<file path="src/rtl/eth_tx_arbiter.sv">
// -----------------------------------------------------------------------------
// eth_tx_arbiter
//
// Shares one Ethernet TX MAC byte stream between two frame sources:
//   port 0 = ARP responder, port 1 = IPv4/UDP transmit path.
// Grants cover a whole frame. Ports take turns (round-robin) when both
// request. Every frame is followed by an inter-frame gap. A watchdog cuts
// off any frame that runs past MAX_BYTES.
//
// Build option:
//   ETH_TX_ARB_ARP_PRIORITY_EN - when defined, port 0 always wins a
//                                simultaneous request in IDLE. Port 1 can
//                                starve if port 0 keeps requesting.
//
// Parameters:
//   IFG_CYCLES - idle cycles enforced after each frame's EoF (0 is legal).
//   MAX_BYTES  - bytes forwarded per frame before a forced abort.
//
// Ports:
//   Clk, Rst        - clock; synchronous active-high reset.
//   Req[1:0]        - per-port frame-ready request.
//   Gnt[1:0]        - registered one-hot grant (never 2'b11).
//   SoFIn0/EoFIn0/ValIn0/DataIn0 - port 0 byte stream.
//   SoFIn1/EoFIn1/ValIn1/DataIn1 - port 1 byte stream.
//   SoFOut/EoFOut/ValOut/DataOut - forwarded stream, one cycle of latency.
//   ErrOut          - one-cycle pulse aligned with a forced EoFOut.
//   Busy            - high in every state except IDLE.
// -----------------------------------------------------------------------------
module eth_tx_arbiter #(
  parameter int IFG_CYCLES = 12,
  parameter int MAX_BYTES  = 1530
) (
  input  logic       Clk,
  input  logic       Rst,
  input  logic [1:0] Req,
  output logic [1:0] Gnt,
  input  logic       SoFIn0,
  input  logic       EoFIn0,
  input  logic       ValIn0,
  input  logic [7:0] DataIn0,
  input  logic       SoFIn1,
  input  logic       EoFIn1,
  input  logic       ValIn1,
  input  logic [7:0] DataIn1,
  output logic       SoFOut,
  output logic       EoFOut,
  output logic       ValOut,
  output logic [7:0] DataOut,
  output logic       ErrOut,
  output logic       Busy
);

  localparam int IFG_W = (IFG_CYCLES > 0) ? $clog2(IFG_CYCLES + 1) : 1;
  // With IFG_CYCLES=0 the IFG state still lasts one cycle, so the load
  // value bottoms out at 0.
  localparam logic [IFG_W-1:0] IFG_LOAD =
    IFG_W'((IFG_CYCLES > 0) ? IFG_CYCLES - 1 : 0);
  localparam logic [10:0] LAST_CNT = 11'(MAX_BYTES - 1);

  typedef enum logic [1:0] {
    ST_IDLE,
    ST_XFER,
    ST_DRAIN,
    ST_IFG
  } state_e;

  state_e           state_q, state_d;
  logic [1:0]       gnt_q, gnt_d;
  logic             ptr_q, ptr_d;        // port favoured on the next tie
  logic [10:0]      byte_cnt_q, byte_cnt_d;
  logic [IFG_W-1:0] ifg_cnt_q, ifg_cnt_d;
  logic             in_frame_q, in_frame_d; // SoF already seen this grant
  logic             sof_q, sof_d;
  logic             eof_q, eof_d;
  logic             val_q, val_d;
  logic [7:0]       data_q, data_d;
  logic             err_q, err_d;

  // Granted-port view of the inputs; the other port is never looked at.
  logic       sel_port;
  logic       sel_sof, sel_eof, sel_val;
  logic [7:0] sel_data;

  assign sel_port = gnt_q[1];
  assign sel_sof  = sel_port ? SoFIn1  : SoFIn0;
  assign sel_eof  = sel_port ? EoFIn1  : EoFIn0;
  assign sel_val  = sel_port ? ValIn1  : ValIn0;
  assign sel_data = sel_port ? DataIn1 : DataIn0;

  logic fwd;    // this byte is part of the frame and goes out
  logic abort;  // this byte reaches MAX_BYTES without being the EoF

  // NOTE: every signal written here gets a default first, so no path
  // through the case statement can leave one unassigned and infer a latch.
  always_comb begin
    state_d    = state_q;
    gnt_d      = gnt_q;
    ptr_d      = ptr_q;
    byte_cnt_d = byte_cnt_q;
    ifg_cnt_d  = ifg_cnt_q;
    in_frame_d = in_frame_q;
    sof_d      = 1'b0;
    eof_d      = 1'b0;
    val_d      = 1'b0;
    err_d      = 1'b0;
    data_d     = data_q;

    fwd   = (state_q == ST_XFER) && sel_val && (in_frame_q || sel_sof);
    abort = fwd && !sel_eof && (byte_cnt_q == LAST_CNT);

    unique case (state_q)
      ST_IDLE: begin
        unique case (Req)
          2'b01: gnt_d = 2'b01;
          2'b10: gnt_d = 2'b10;
`ifdef ETH_TX_ARB_ARP_PRIORITY_EN
          2'b11: gnt_d = 2'b01;
`else
          2'b11: gnt_d = ptr_q ? 2'b10 : 2'b01;
`endif
          default: gnt_d = 2'b00;
        endcase
        if (Req != 2'b00) begin
          state_d    = ST_XFER;
          byte_cnt_d = '0;
          in_frame_d = 1'b0;
        end
      end

      ST_XFER: begin
        if (fwd) begin
          val_d      = 1'b1;
          data_d     = sel_data;
          sof_d      = sel_sof;
          eof_d      = sel_eof || abort;
          err_d      = abort;
          in_frame_d = 1'b1;
          if (byte_cnt_q != '1) byte_cnt_d = byte_cnt_q + 11'd1;
          if (sel_eof) begin
            state_d    = ST_IFG;
            gnt_d      = 2'b00;
            ptr_d      = ~sel_port;
            ifg_cnt_d  = IFG_LOAD;
            byte_cnt_d = '0;
            in_frame_d = 1'b0;
          end else if (abort) begin
            // Grant is held so the rest of the runaway frame can be sunk.
            state_d = ST_DRAIN;
          end
        end
      end

      ST_DRAIN: begin
        if (sel_val && sel_eof) begin
          state_d    = ST_IFG;
          gnt_d      = 2'b00;
          ptr_d      = ~sel_port;
          ifg_cnt_d  = IFG_LOAD;
          byte_cnt_d = '0;
          in_frame_d = 1'b0;
        end
      end

      ST_IFG: begin
        if (ifg_cnt_q == '0) state_d = ST_IDLE;
        else                 ifg_cnt_d = ifg_cnt_q - IFG_W'(1);
      end

      default: state_d = ST_IDLE;
    endcase
  end

  // NOTE: state registers use non-blocking assignments so every flop
  // samples the values from before the edge, independent of process order.
  always_ff @(posedge Clk) begin
    if (Rst) begin
      state_q    <= ST_IDLE;
      gnt_q      <= 2'b00;
      ptr_q      <= 1'b0;
      byte_cnt_q <= '0;
      ifg_cnt_q  <= '0;
      in_frame_q <= 1'b0;
      sof_q      <= 1'b0;
      eof_q      <= 1'b0;
      val_q      <= 1'b0;
      data_q     <= 8'h00;
      err_q      <= 1'b0;
    end else begin
      state_q    <= state_d;
      gnt_q      <= gnt_d;
      ptr_q      <= ptr_d;
      byte_cnt_q <= byte_cnt_d;
      ifg_cnt_q  <= ifg_cnt_d;
      in_frame_q <= in_frame_d;
      sof_q      <= sof_d;
      eof_q      <= eof_d;
      val_q      <= val_d;
      data_q     <= data_d;
      err_q      <= err_d;
    end
  end

  assign Gnt     = gnt_q;
  assign SoFOut  = sof_q;
  assign EoFOut  = eof_q;
  assign ValOut  = val_q;
  assign DataOut = data_q;
  assign ErrOut  = err_q;
  assign Busy    = (state_q != ST_IDLE);

endmodule

</file>
<file path="config.mk">
export PLATFORM = sky130hd
export DESIGN_NAME = eth_tx_arbiter
export DESIGN_NICKNAME = d
export VERILOG_FILES = /design/src/rtl/eth_tx_arbiter.sv
export SDC_FILE = /design/constraint.sdc
export NUM_CORES = 1
export LEC_CHECK = 0
export BUFFER_PORTS_ARGS = -buffer_cell sky130_fd_sc_hd__buf_2
export CAP_MARGIN = 10
export CORE_MARGIN = 2
export CORE_UTILIZATION = 53
export DETAILED_ROUTE_END_ITERATION = 12
export HOLD_SLACK_MARGIN = 0.1
export PLACE_DENSITY_LB_ADDON = 0.25
export SLEW_MARGIN = 10
export SYNTH_ARGS = -nofsm -noshare
export SYNTH_HDL_FRONTEND = slang
export SYNTH_SLANG_ARGS = --single-unit
</file>
<file path="constraint.sdc">
create_clock -name Clk -period 2.6 [get_ports Clk]
set_input_delay 0.39 -clock Clk [delete_from_list [all_inputs] [get_ports Clk]]
set_output_delay 0.39 -clock Clk [all_outputs]
set_load 0.03 [all_outputs]
</file>
==> impl_metrics.tcl, run 1 <==
set metrics [dict create \
    status "complete, no violations" \
    clkPwrFrac 0.177 \
    synth-seq-cells 33 \
    grt_pass1_wl_microns 6710 \
    internal-power_w 0.00109 \
    synthFlopType "dfxtp_1" \
    synth_top_area_frac 0.367 \
    switching_share 0.420 \
    p_leak_nw 0.867 \
    pin_count 41 \
    pwr-share-seq 0.356 \
    grt_pass1_vias 1487 \
    tightest_slew_ns 0.573 \
    slew_viol_final 0 \
    worstHoldStart "DataIn0[2]" \
    path_max_fanout 9 \
    drt-total-wl_microns 3870 \
    htreeDepth 2 \
    tns_ns 0 \
    critPathCaptureType "flip-flop" \
    period_needed_ns 2.21 \
    async_flop_share 0 \
    slowest_stage "or4_1" \
    required_ns 2.88 \
    synth.avg_cell_area_sq_um 8.26 \
    gr-usage-all-layers 0.215 \
    initial_core_util 0.544 \
    synth_area_sq_um 1800 \
    synth_most_common_cell "dfxtp_1" \
    dpl.cell_count 293 \
    die_h_microns 62.3 \
    grt_max_degree 31 \
    yosys_warnings 0 \
    die_w_microns 62.3 \
    insertion_delay_ns 0.34 \
    avgViaCountPerCell 5.58 \
    drt_iter0_drc 75 \
    maxCapViolCount 0 \
    finClkSkew_ns 0.00769 \
    synth_edf_count 0 \
    numCtsBuffers 5 \
    power_density_nw_per_um2 894 \
    holdWs_ns 0.381 \
    min_path_type "in -> reg" \
    crit_type "reg -> reg" \
    dr_wl_met3_microns 258 \
    whs_endpoint "DataOut[2]$_SDFFE_PP0P_" \
    grt_antenna_before_repair 0 \
    clockRootBuffer "clkbuf_4" \
    finalSetupViolations 0 \
    area_growth_pct 16.3 \
    multiInputGateArea_sq_um 1040 \
    drtPass1Iterations 4 \
    rows 21 \
    arrival_ns 2.48 \
    synthTopCellsByArea "dfxtp_1 37%, mux2i_1 7.8%, a21oi_1 5.0%, a211oi_1 5.0%, ha_1 4.9%" \
    hold_buffers 0 \
    ir_drop_v 0.000480 \
    cts_sinks 33 \
    grt-ovfl-total 0 \
    wl_met1_microns 1910 \
    reg2reg_slack_ns 0.39 \
    portBuffers 40 \
    worstPathCellList "inv_1 > ha_1 > nor2b_1 > a22oi_4 > nand3_1 > or4_1 > a21oi_1" \
    vias 1681 \
    wl_per_cell_microns 12.8 \
    cts_resized 0 \
    reg2reg_from "state_q[1]$_SDFFE_PP0P_" \
    regArea_sq_um 661 \
    fillers 316 \
    die_area_sq_um 3880 \
    finalHoldViolations 0 \
    cts_tree "done" \
    wl_met2_microns 1620 \
    yosysSeqAreaShare 0.367 \
    r2r_end "byte_cnt_q[9]$_SDFFE_PP0P_" \
    period_share 0.849 \
    pwr-share-comb 0.467 \
    clk_pin_slew_ns 0.10 \
    finalNetCount 287 \
    hpwl_microns 2760 \
    fmax_mhz 453 \
    yosysTopAreaCell "dfxtp_1" \
    clockBufferDepth 2 \
    max_stage_delay_ns 0.53 \
    slew_headroom 0.616 \
    drc 0 \
    routed.top_layer "met4" \
    n_antenna_cell 0 \
    layout-drive-gt1-share 0.220 \
    rsz0062_at_grt "no" \
    p_switching_w 0.000786 \
    synthTopCellsByCount "33 x dfxtp_1, 23 x nor2_1, 18 x a21oi_1, 14 x mux2i_1, 13 x nand2_1" \
    hold_depth 3 \
    coreArea_sq_um 3310 \
    finalNonFillerCells 301 \
    gp_congestion 0.914 \
    ant_nets 0 \
    start_kind "flip-flop" \
    postCtsSetupRepairBufs 0 \
    syn_nets 251 \
    rr_worst_depth 7 \
    synthCells 218 \
    synth.distinct_cells 38 \
]
[worst max path at each step]
stage / from / endpoint
detailed placement: state_q[1]$_SDFFE_PP0P_ / byte_cnt_q[7]$_SDFFE_PP0P_
finish: state_q[1]$_SDFFE_PP0P_ / byte_cnt_q[9]$_SDFFE_PP0P_
global placement: state_q[1]$_SDFFE_PP0P_ / byte_cnt_q[9]$_SDFFE_PP0P_
CTS: state_q[1]$_SDFFE_PP0P_ / byte_cnt_q[9]$_SDFFE_PP0P_
floorplan: Gnt[1]$_SDFFE_PP0P_ / DataOut[5]$_SDFFE_PP0P_
global route: Gnt[1]$_SDFFE_PP0P_ / byte_cnt_q[9]$_SDFFE_PP0P_
[cells in the final DEF (no fill, tap or decap), types with 7 or more instances in the layout]
cell,instances
a211oi_1,12
o21ai_0,8
nor2_1,23
nand3_1,9
a21oi_1,18
ha_1,7
nand2_1,13
mux2i_1,14
nand4_1,9
buf_2,40
dfxtp_1,33
inv_1,11
[per-layer routing]
metal,global-route usage,up-vias
met5,0,-
met4,0.106,0
met3,0.0580,6
met2,0.304,52
met1,0.303,749
li1,-,874
[final cells by class]
cell class	instances	area share
tap	46	0.0275
clock buffer	7	0.0310
clock inverter	1	0.00239
sequential	33	0.315
multi-input combinational	159	0.494
inverter	11	0.0197
timing repair buffer	44	0.110
[kinds of logic (layout without fill, tap and decap cells)]
family          Yosys count  after routing  share of synthesized area
simple gates             82             82                      0.240
mux                      15             15                     0.0840
flops                    33             33                      0.367
compound gates           55             55                      0.202
fa+ha+maj                 7              7                     0.0486
buf+inv                  26             63                     0.0583
[worst max-delay path, delay by kind of cell (launching register included)]
family	cells	cell delay (ns)
fa+ha+maj	1	0.29
simple gates	3	1.00
buf+inv	1	0.08
compound gates	2	0.38
flops	1	0.40
[registers in the layout, indices dropped and copies added (netlist names)]
register,count
byte_cnt_q,11
DataOut,8
ifg_cnt_q,4
Gnt,2
state_q,2
EoFOut,1
ErrOut,1
SoFOut,1
ValOut,1
in_frame_q,1
ptr_q,1
[power by group through the flow]
stage	clock network [W]	logic (W)	registers (W)
after global routing	0.000364	0.000974	0.000683
final	0.000332	0.000874	0.000668
after floorplan	0	0.000628	0.000718
after global placement	0	0.000857	0.000674
after detailed placement	0	0.000869	0.000679
after CTS	0.000343	0.000875	0.000667
[through the flow]
step	setup slack, ns	cell area [sq um]	utilization	total power [W]
after CTS	0.386	2100	0.633	0.00189
after global routing	0.179	2100	0.633	0.00202
after floorplan	0.675	1800	-	0.00135
after global placement	0.476	2030	0.612	0.00153
final	0.393	2100	0.633	0.00187
after detailed placement	0.413	2030	0.612	0.00155
No activity file was read; power rests on OpenSTA's default activity.
==> inputs of run 2 (changes only) <==
Clock period 2.6 ns to 2.05 ns, I/O delays scaled along.
==> run 2 against run 1 <==
  * Clock skew up 0.0026 ns
  * Highest routed layer unchanged
  * Critical endpoint is now byte_cnt_q[7]$_SDFFE_PP0P_
  * Flip-flop and latch count unchanged
  * Design area up 3.2%
  * Via count up 2.2%
  * Largest cell class unchanged
  * Register-to-register slack worse by 0.26 ns
==> impl_metrics.tcl, run 2 (synthesis results as in run 1) <==
set metrics [dict create \
    slowest_stage "or4_1" \
    setup_ws_ns 0.135 \
    critPathCaptureType "flip-flop" \
    pwr-share-seq 0.341 \
    mostFrequentLayoutCells "40 x buf_2, 33 x dfxtp_1, 23 x nor2_1, 18 x a21oi_1" \
    holdWs_ns 0.281 \
    required_ns 2.31 \
    p_switching_w 0.00101 \
    die_w_microns 62.3 \
    slew_viol_final 0 \
    dp_slack_ns 0.102 \
    finalNetCount 297 \
    portBuffers 40 \
    tightest_slew_ns 0.526 \
    vias 1718 \
    hpwl_microns 2880 \
    utilization 0.653 \
    clk_pin_slew_ns 0.10 \
    drtPass1Iterations 5 \
    grt_max_degree 31 \
    die_h_microns 62.3 \
    pwr-share-comb 0.507 \
    finalSetupViolations 0 \
    grt_antenna_before_repair 0 \
    tns_ns 0 \
    numCtsBuffers 5 \
    gr-usage-all-layers 0.221 \
    grt-ovfl-total 0 \
    largest_register_ff_count 11 \
    finalHoldViolations 0 \
    status "complete, no violations" \
    top_register "byte_cnt_q" \
    drt_iter0_drc 79 \
    switching_share 0.414 \
    coreArea_sq_um 3310 \
    start_kind "flip-flop" \
    p_leak_nw 0.911 \
    maxCapViolCount 0 \
    area_growth_pct 20.0 \
    rows 21 \
    clockBufferDepth 2 \
    power_density_nw_per_um2 1130 \
    path_max_fanout 7 \
    reg2reg_slack_ns 0.14 \
    drt-total-wl_microns 3990 \
    final_common_cell "buf_2" \
    cts_tree "done" \
    n_antenna_cell 0 \
    ir_drop_v 0.000624 \
    pin_count 41 \
    fmax_mhz 522 \
    wl_per_cell_microns 12.9 \
    avgViaCountPerCell 5.54 \
    clkPwrFrac 0.152 \
    ant_nets 0 \
    die_area_sq_um 3880 \
    clockRootBuffer "clkbuf_4" \
    slew_headroom 0.649 \
    htreeDepth 2 \
    cts_sinks 33 \
    insertion_delay_ns 0.33 \
    drc 0 \
    gp_congestion 0.860 \
    min_path_type "in -> reg" \
    arrival_ns 2.18 \
    max_stage_delay_ns 0.50 \
    finClkSkew_ns 0.0103 \
    period_needed_ns 1.91 \
    hold_buffers 0 \
    grt_pass1_vias 1577 \
    internal-power_w 0.00143 \
    worstPathCellList "ha_1 > buf_4 > a22oi_4 > nand3_2 > or4_1 > a21oi_1" \
    grt_pass1_wl_microns 6930 \
    initial_core_util 0.544 \
    rsz0062_at_grt "no" \
    crit_type "reg -> reg" \
    period_share 0.934 \
    layout-drive-gt1-share 0.250 \
]
==> run 2: cell count changes in the layout (fill, tap and decap cells not counted) <==
| cell | change |
|---|---|
| buf_4 | +10 |
| and3_1 | -1 |
| and3_2 | +1 |
| clkbuf_1 | +1 |
| clkbuf_8 | -1 |
| clkinv_2 | -1 |
| nand3_1 | -1 |
| nand3_2 | +1 |
==> run 2: metal layers <==
layer | track usage | share of wire
met1 | 0.294 | 0.47
met2 | 0.357 | 0.46
met3 | 0.0453 | 0.058
met4 | 0.0806 | 0.014
met5 | 0 | 0
==> run 2: area by class of cell <==
class	count	area [sq um]
inverter	11	41.3
sequential	33	661
multi-input combinational	159	1040
tap	46	57.6
fill	297	1150
timing repair buffer	54	305
clock buffer	7	55.1
==> run 2: worst max-delay path: cells and delay by family, from the launching register on <==
| kind | cells | cell delay, ns |
|---|---|---|
| adders and majority gates | 1 | 0.24 |
| and+or+nand+nor | 2 | 0.68 |
| DFF | 1 | 0.37 |
| AOI/OAI and AO/OA | 2 | 0.39 |
| buffers and inverters | 1 | 0.16 |
==> run 2: repair_timing <==
item                                    in CTS  in global routing
endpoints found under the setup margin       0                  2
buffers inserted                             0                  0
hold endpoints to repair                     0                  0
gates resized for setup                      0                  2
==> run 2: worst paths after layout <==
check / start / end / cells after the start
setup / recovery: state_q[0]$_SDFFE_PP0P_ / byte_cnt_q[7]$_SDFFE_PP0P_ / 6
hold reg to reg: Gnt[0]$_SDFFE_PP0P_ / Gnt[0]$_SDFFE_PP0P_ / 2
setup reg to reg: state_q[0]$_SDFFE_PP0P_ / byte_cnt_q[7]$_SDFFE_PP0P_ / 6
hold / removal: Req[1] / Gnt[0]$_SDFFE_PP0P_ / 3
==> run 2: metrics by stage <==
| step | cells | cell area [sq um] | power [W] |
|---|---|---|---|
| global placement | 303 | 2100 | 0.00204 |
| global route | 310 | 2160 | 0.00263 |
| finish | 310 | 2160 | 0.00243 |
| CTS | 310 | 2160 | 0.00243 |
| detailed placement | 303 | 2100 | 0.00206 |
| floorplan | 218 | 1800 | 0.00171 |
==> run 2: power groups by stage <==
| stage | Clock [W] | Combinational (W) | Sequential (W) |
|---|---|---|---|
| 6_report | 0.000370 | 0.00123 | 0.000830 |
| 5_1_grt | 0.000413 | 0.00138 | 0.000843 |
| 4_1_cts | 0.000386 | 0.00122 | 0.000828 |
| 3_5_place_dp | 0 | 0.00122 | 0.000843 |
| 3_3_place_gp | 0 | 0.00120 | 0.000840 |
| 2_1_floorplan | 0 | 0.000797 | 0.000911 |
==> inputs of run 3 (changes only) <==
Settings changed: CORE_UTILIZATION 53 to 55, MAX_ROUTING_LAYER from default to met4.
Clock period 2.05 ns to 2.3 ns, I/O delays scaled along.
==> run 3 against run 2 <==
  * Wire length is 3.6% lower
  * Core utilization is 4.2 points higher
  * Worst hold slack improved by 0.041 ns
  * Critical path depth rose by 1
  * Global-route usage up 1.2 points
  * Sequential power down 9.3%
  * Largest power group unchanged
  * Non-clock buffer count shrank 9
  * Critical endpoint is now Gnt[1]$_SDFFE_PP0P_
==> impl_metrics.tcl, run 3 (synthesis results as in run 1) <==
set metrics [dict create \
    power_w 0.00228 \
    rr_worst_depth 7 \
    placed_area_sq_um 2030 \
    htreeDepth 2 \
    insertion_delay_ns 0.35 \
    largest_register_ff_count 11 \
    tightest_slew_ns 0.586 \
    drt_iter0_drc 137 \
    slew_viol_final 0 \
    portBuffers 40 \
    slowest_stage "or4b_1" \
    period_needed_ns 2.12 \
    finalHoldViolations 0 \
    fillers 260 \
    numCtsBuffers 5 \
    clk_pin_slew_ns 0.10 \
    internal-power_w 0.00139 \
    clkPwrFrac 0.238 \
    gp_congestion 0.893 \
    max_stage_delay_ns 0.51 \
    pin_count 41 \
    path_max_fanout 8 \
    layout-drive-gt1-share 0.230 \
    utilization 0.695 \
    vias 1687 \
    holdWs_ns 0.322 \
    area_growth_pct 18.7 \
    ir_drop_v 0.000724 \
    grt_antenna_before_repair 0 \
    switching_share 0.388 \
    fin_area_sq_um 2140 \
    clockRootBuffer "clkbuf_4" \
    min_path_type "in -> reg" \
    maxCapViolCount 0 \
    avgViaCountPerCell 5.62 \
    start_kind "flip-flop" \
    critical_path_buf_inv_count 1 \
    rows 20 \
    finalNetCount 288 \
    grt-ovfl-total 0 \
    grt_pass1_wl_microns 6120 \
    top_register "byte_cnt_q" \
    pwr-share-seq 0.330 \
    period_share 0.922 \
    die_area_sq_um 3750 \
    p_leak_nw 0.892 \
    pwr-share-comb 0.432 \
    gr-usage-all-layers 0.233 \
    ant_nets 0 \
    critPathCaptureType "flip-flop" \
    die_w_microns 61.2 \
    final_common_cell "buf_2" \
    grt_max_degree 31 \
    fmax_mhz 472 \
    power_density_nw_per_um2 1070 \
    arrival_ns 2.40 \
    required_ns 2.58 \
    drt-total-wl_microns 3850 \
    clockBufferDepth 2 \
    drtPass1Iterations 4 \
    mostFrequentLayoutCells "40 x buf_2, 33 x dfxtp_1, 23 x nor2_1, 18 x a21oi_1, 14 x mux2i_1" \
    crit_type "reg -> reg" \
    finalSetupViolations 0 \
    finClkSkew_ns 0.0123 \
    cts_sinks 33 \
    n_antenna_cell 0 \
    status "complete, no violations" \
    p_switching_w 0.000886 \
    slew_headroom 0.608 \
    initial_core_util 0.585 \
    drc 0 \
    path_delay_family "simple AND/OR/NAND/NOR gates" \
    wl_per_cell_microns 12.8 \
    grt_pass1_vias 1362 \
    tns_ns 0 \
    rsz0062_at_grt "no" \
    die_h_microns 61.2 \
    critical_path_depth 7 \
    cts_tree "done" \
    hpwl_microns 2840 \
    worstPathCellList "inv_1 > ha_1 > nor2b_1 > a22oi_4 > nand4b_2 > or4b_1 > a21oi_1" \
    coreArea_sq_um 3080 \
    hold_depth 3 \
]
## run 3: cell types whose count changed in the layout (fill, tap and decap cells not counted), sizes merged
cell and delta:
buf -9, bufinv +2, clkbuf -2, clkinv +1
## run 3: per-layer routing
metal | part of all wire | routed length, microns | track usage
met1 | 0.48 | 1850 | 0.309
met2 | 0.45 | 1730 | 0.322
met3 | 0.057 | 219 | 0.0861
met4 | 0.012 | 48 | 0.0839
met5 | 0 | 0 | -
## run 3: metrics by stage
step | setup WS, ns | std cells
floorplan | 0.375 | 218
global placement | 0.195 | 292
detailed placement | 0.148 | 292
CTS | 0.131 | 300
global route | 0.0384 | 300
finish | 0.180 | 300
## run 3: cell type report
| type | count | area [sq um] | share of cell area |
|---|---|---|---|
| Multi-Input combinational cell | 159 | 1040 | 0.487 |
| Sequential cell | 33 | 661 | 0.309 |
| Timing Repair Buffer | 45 | 238 | 0.111 |
| Clock inverter | 3 | 65.1 | 0.0304 |
| Tap cell | 44 | 55.1 | 0.0257 |
| Inverter | 11 | 41.3 | 0.0193 |
| Clock buffer | 5 | 37.5 | 0.0175 |
## run 3: power groups by stage
stage                     sequential (W)  clock [W]  combinational, W
final                           0.000753   0.000543          0.000985
after global routing            0.000769   0.000578           0.00110
after CTS                       0.000754   0.000553          0.000979
after detailed placement        0.000765          0          0.000980
after global placement          0.000762          0          0.000969
after floorplan                 0.000812          0          0.000710
## run 3: tightest hold or removal path, delay by kind of cell
family	cells	cell delay, ns
multiplexers	1	0.11
AO/OA/AOI/OAI	1	0.08
buffers and inverters	1	0.09
## run 3: path summary, 6_finish.rpt
path / startpoint / to / slack (ns)
max: state_q[1]$_SDFFE_PP0P_ / Gnt[1]$_SDFFE_PP0P_ / 0.18
min: DataIn0[7] / DataOut[7]$_SDFFE_PP0P_ / 0.32
max reg2reg: state_q[1]$_SDFFE_PP0P_ / Gnt[1]$_SDFFE_PP0P_ / 0.18
min reg2reg: Gnt[0]$_SDFFE_PP0P_ / Gnt[0]$_SDFFE_PP0P_ / 0.46
## run 3: repair_timing
item                                   in CTS  in global routing
setup endpoints to repair                   0                  5
endpoints found under the hold margin       0                  0
setup buffers                               0                  0
hold buffers                                0                  0
gates resized for setup                     0                  2
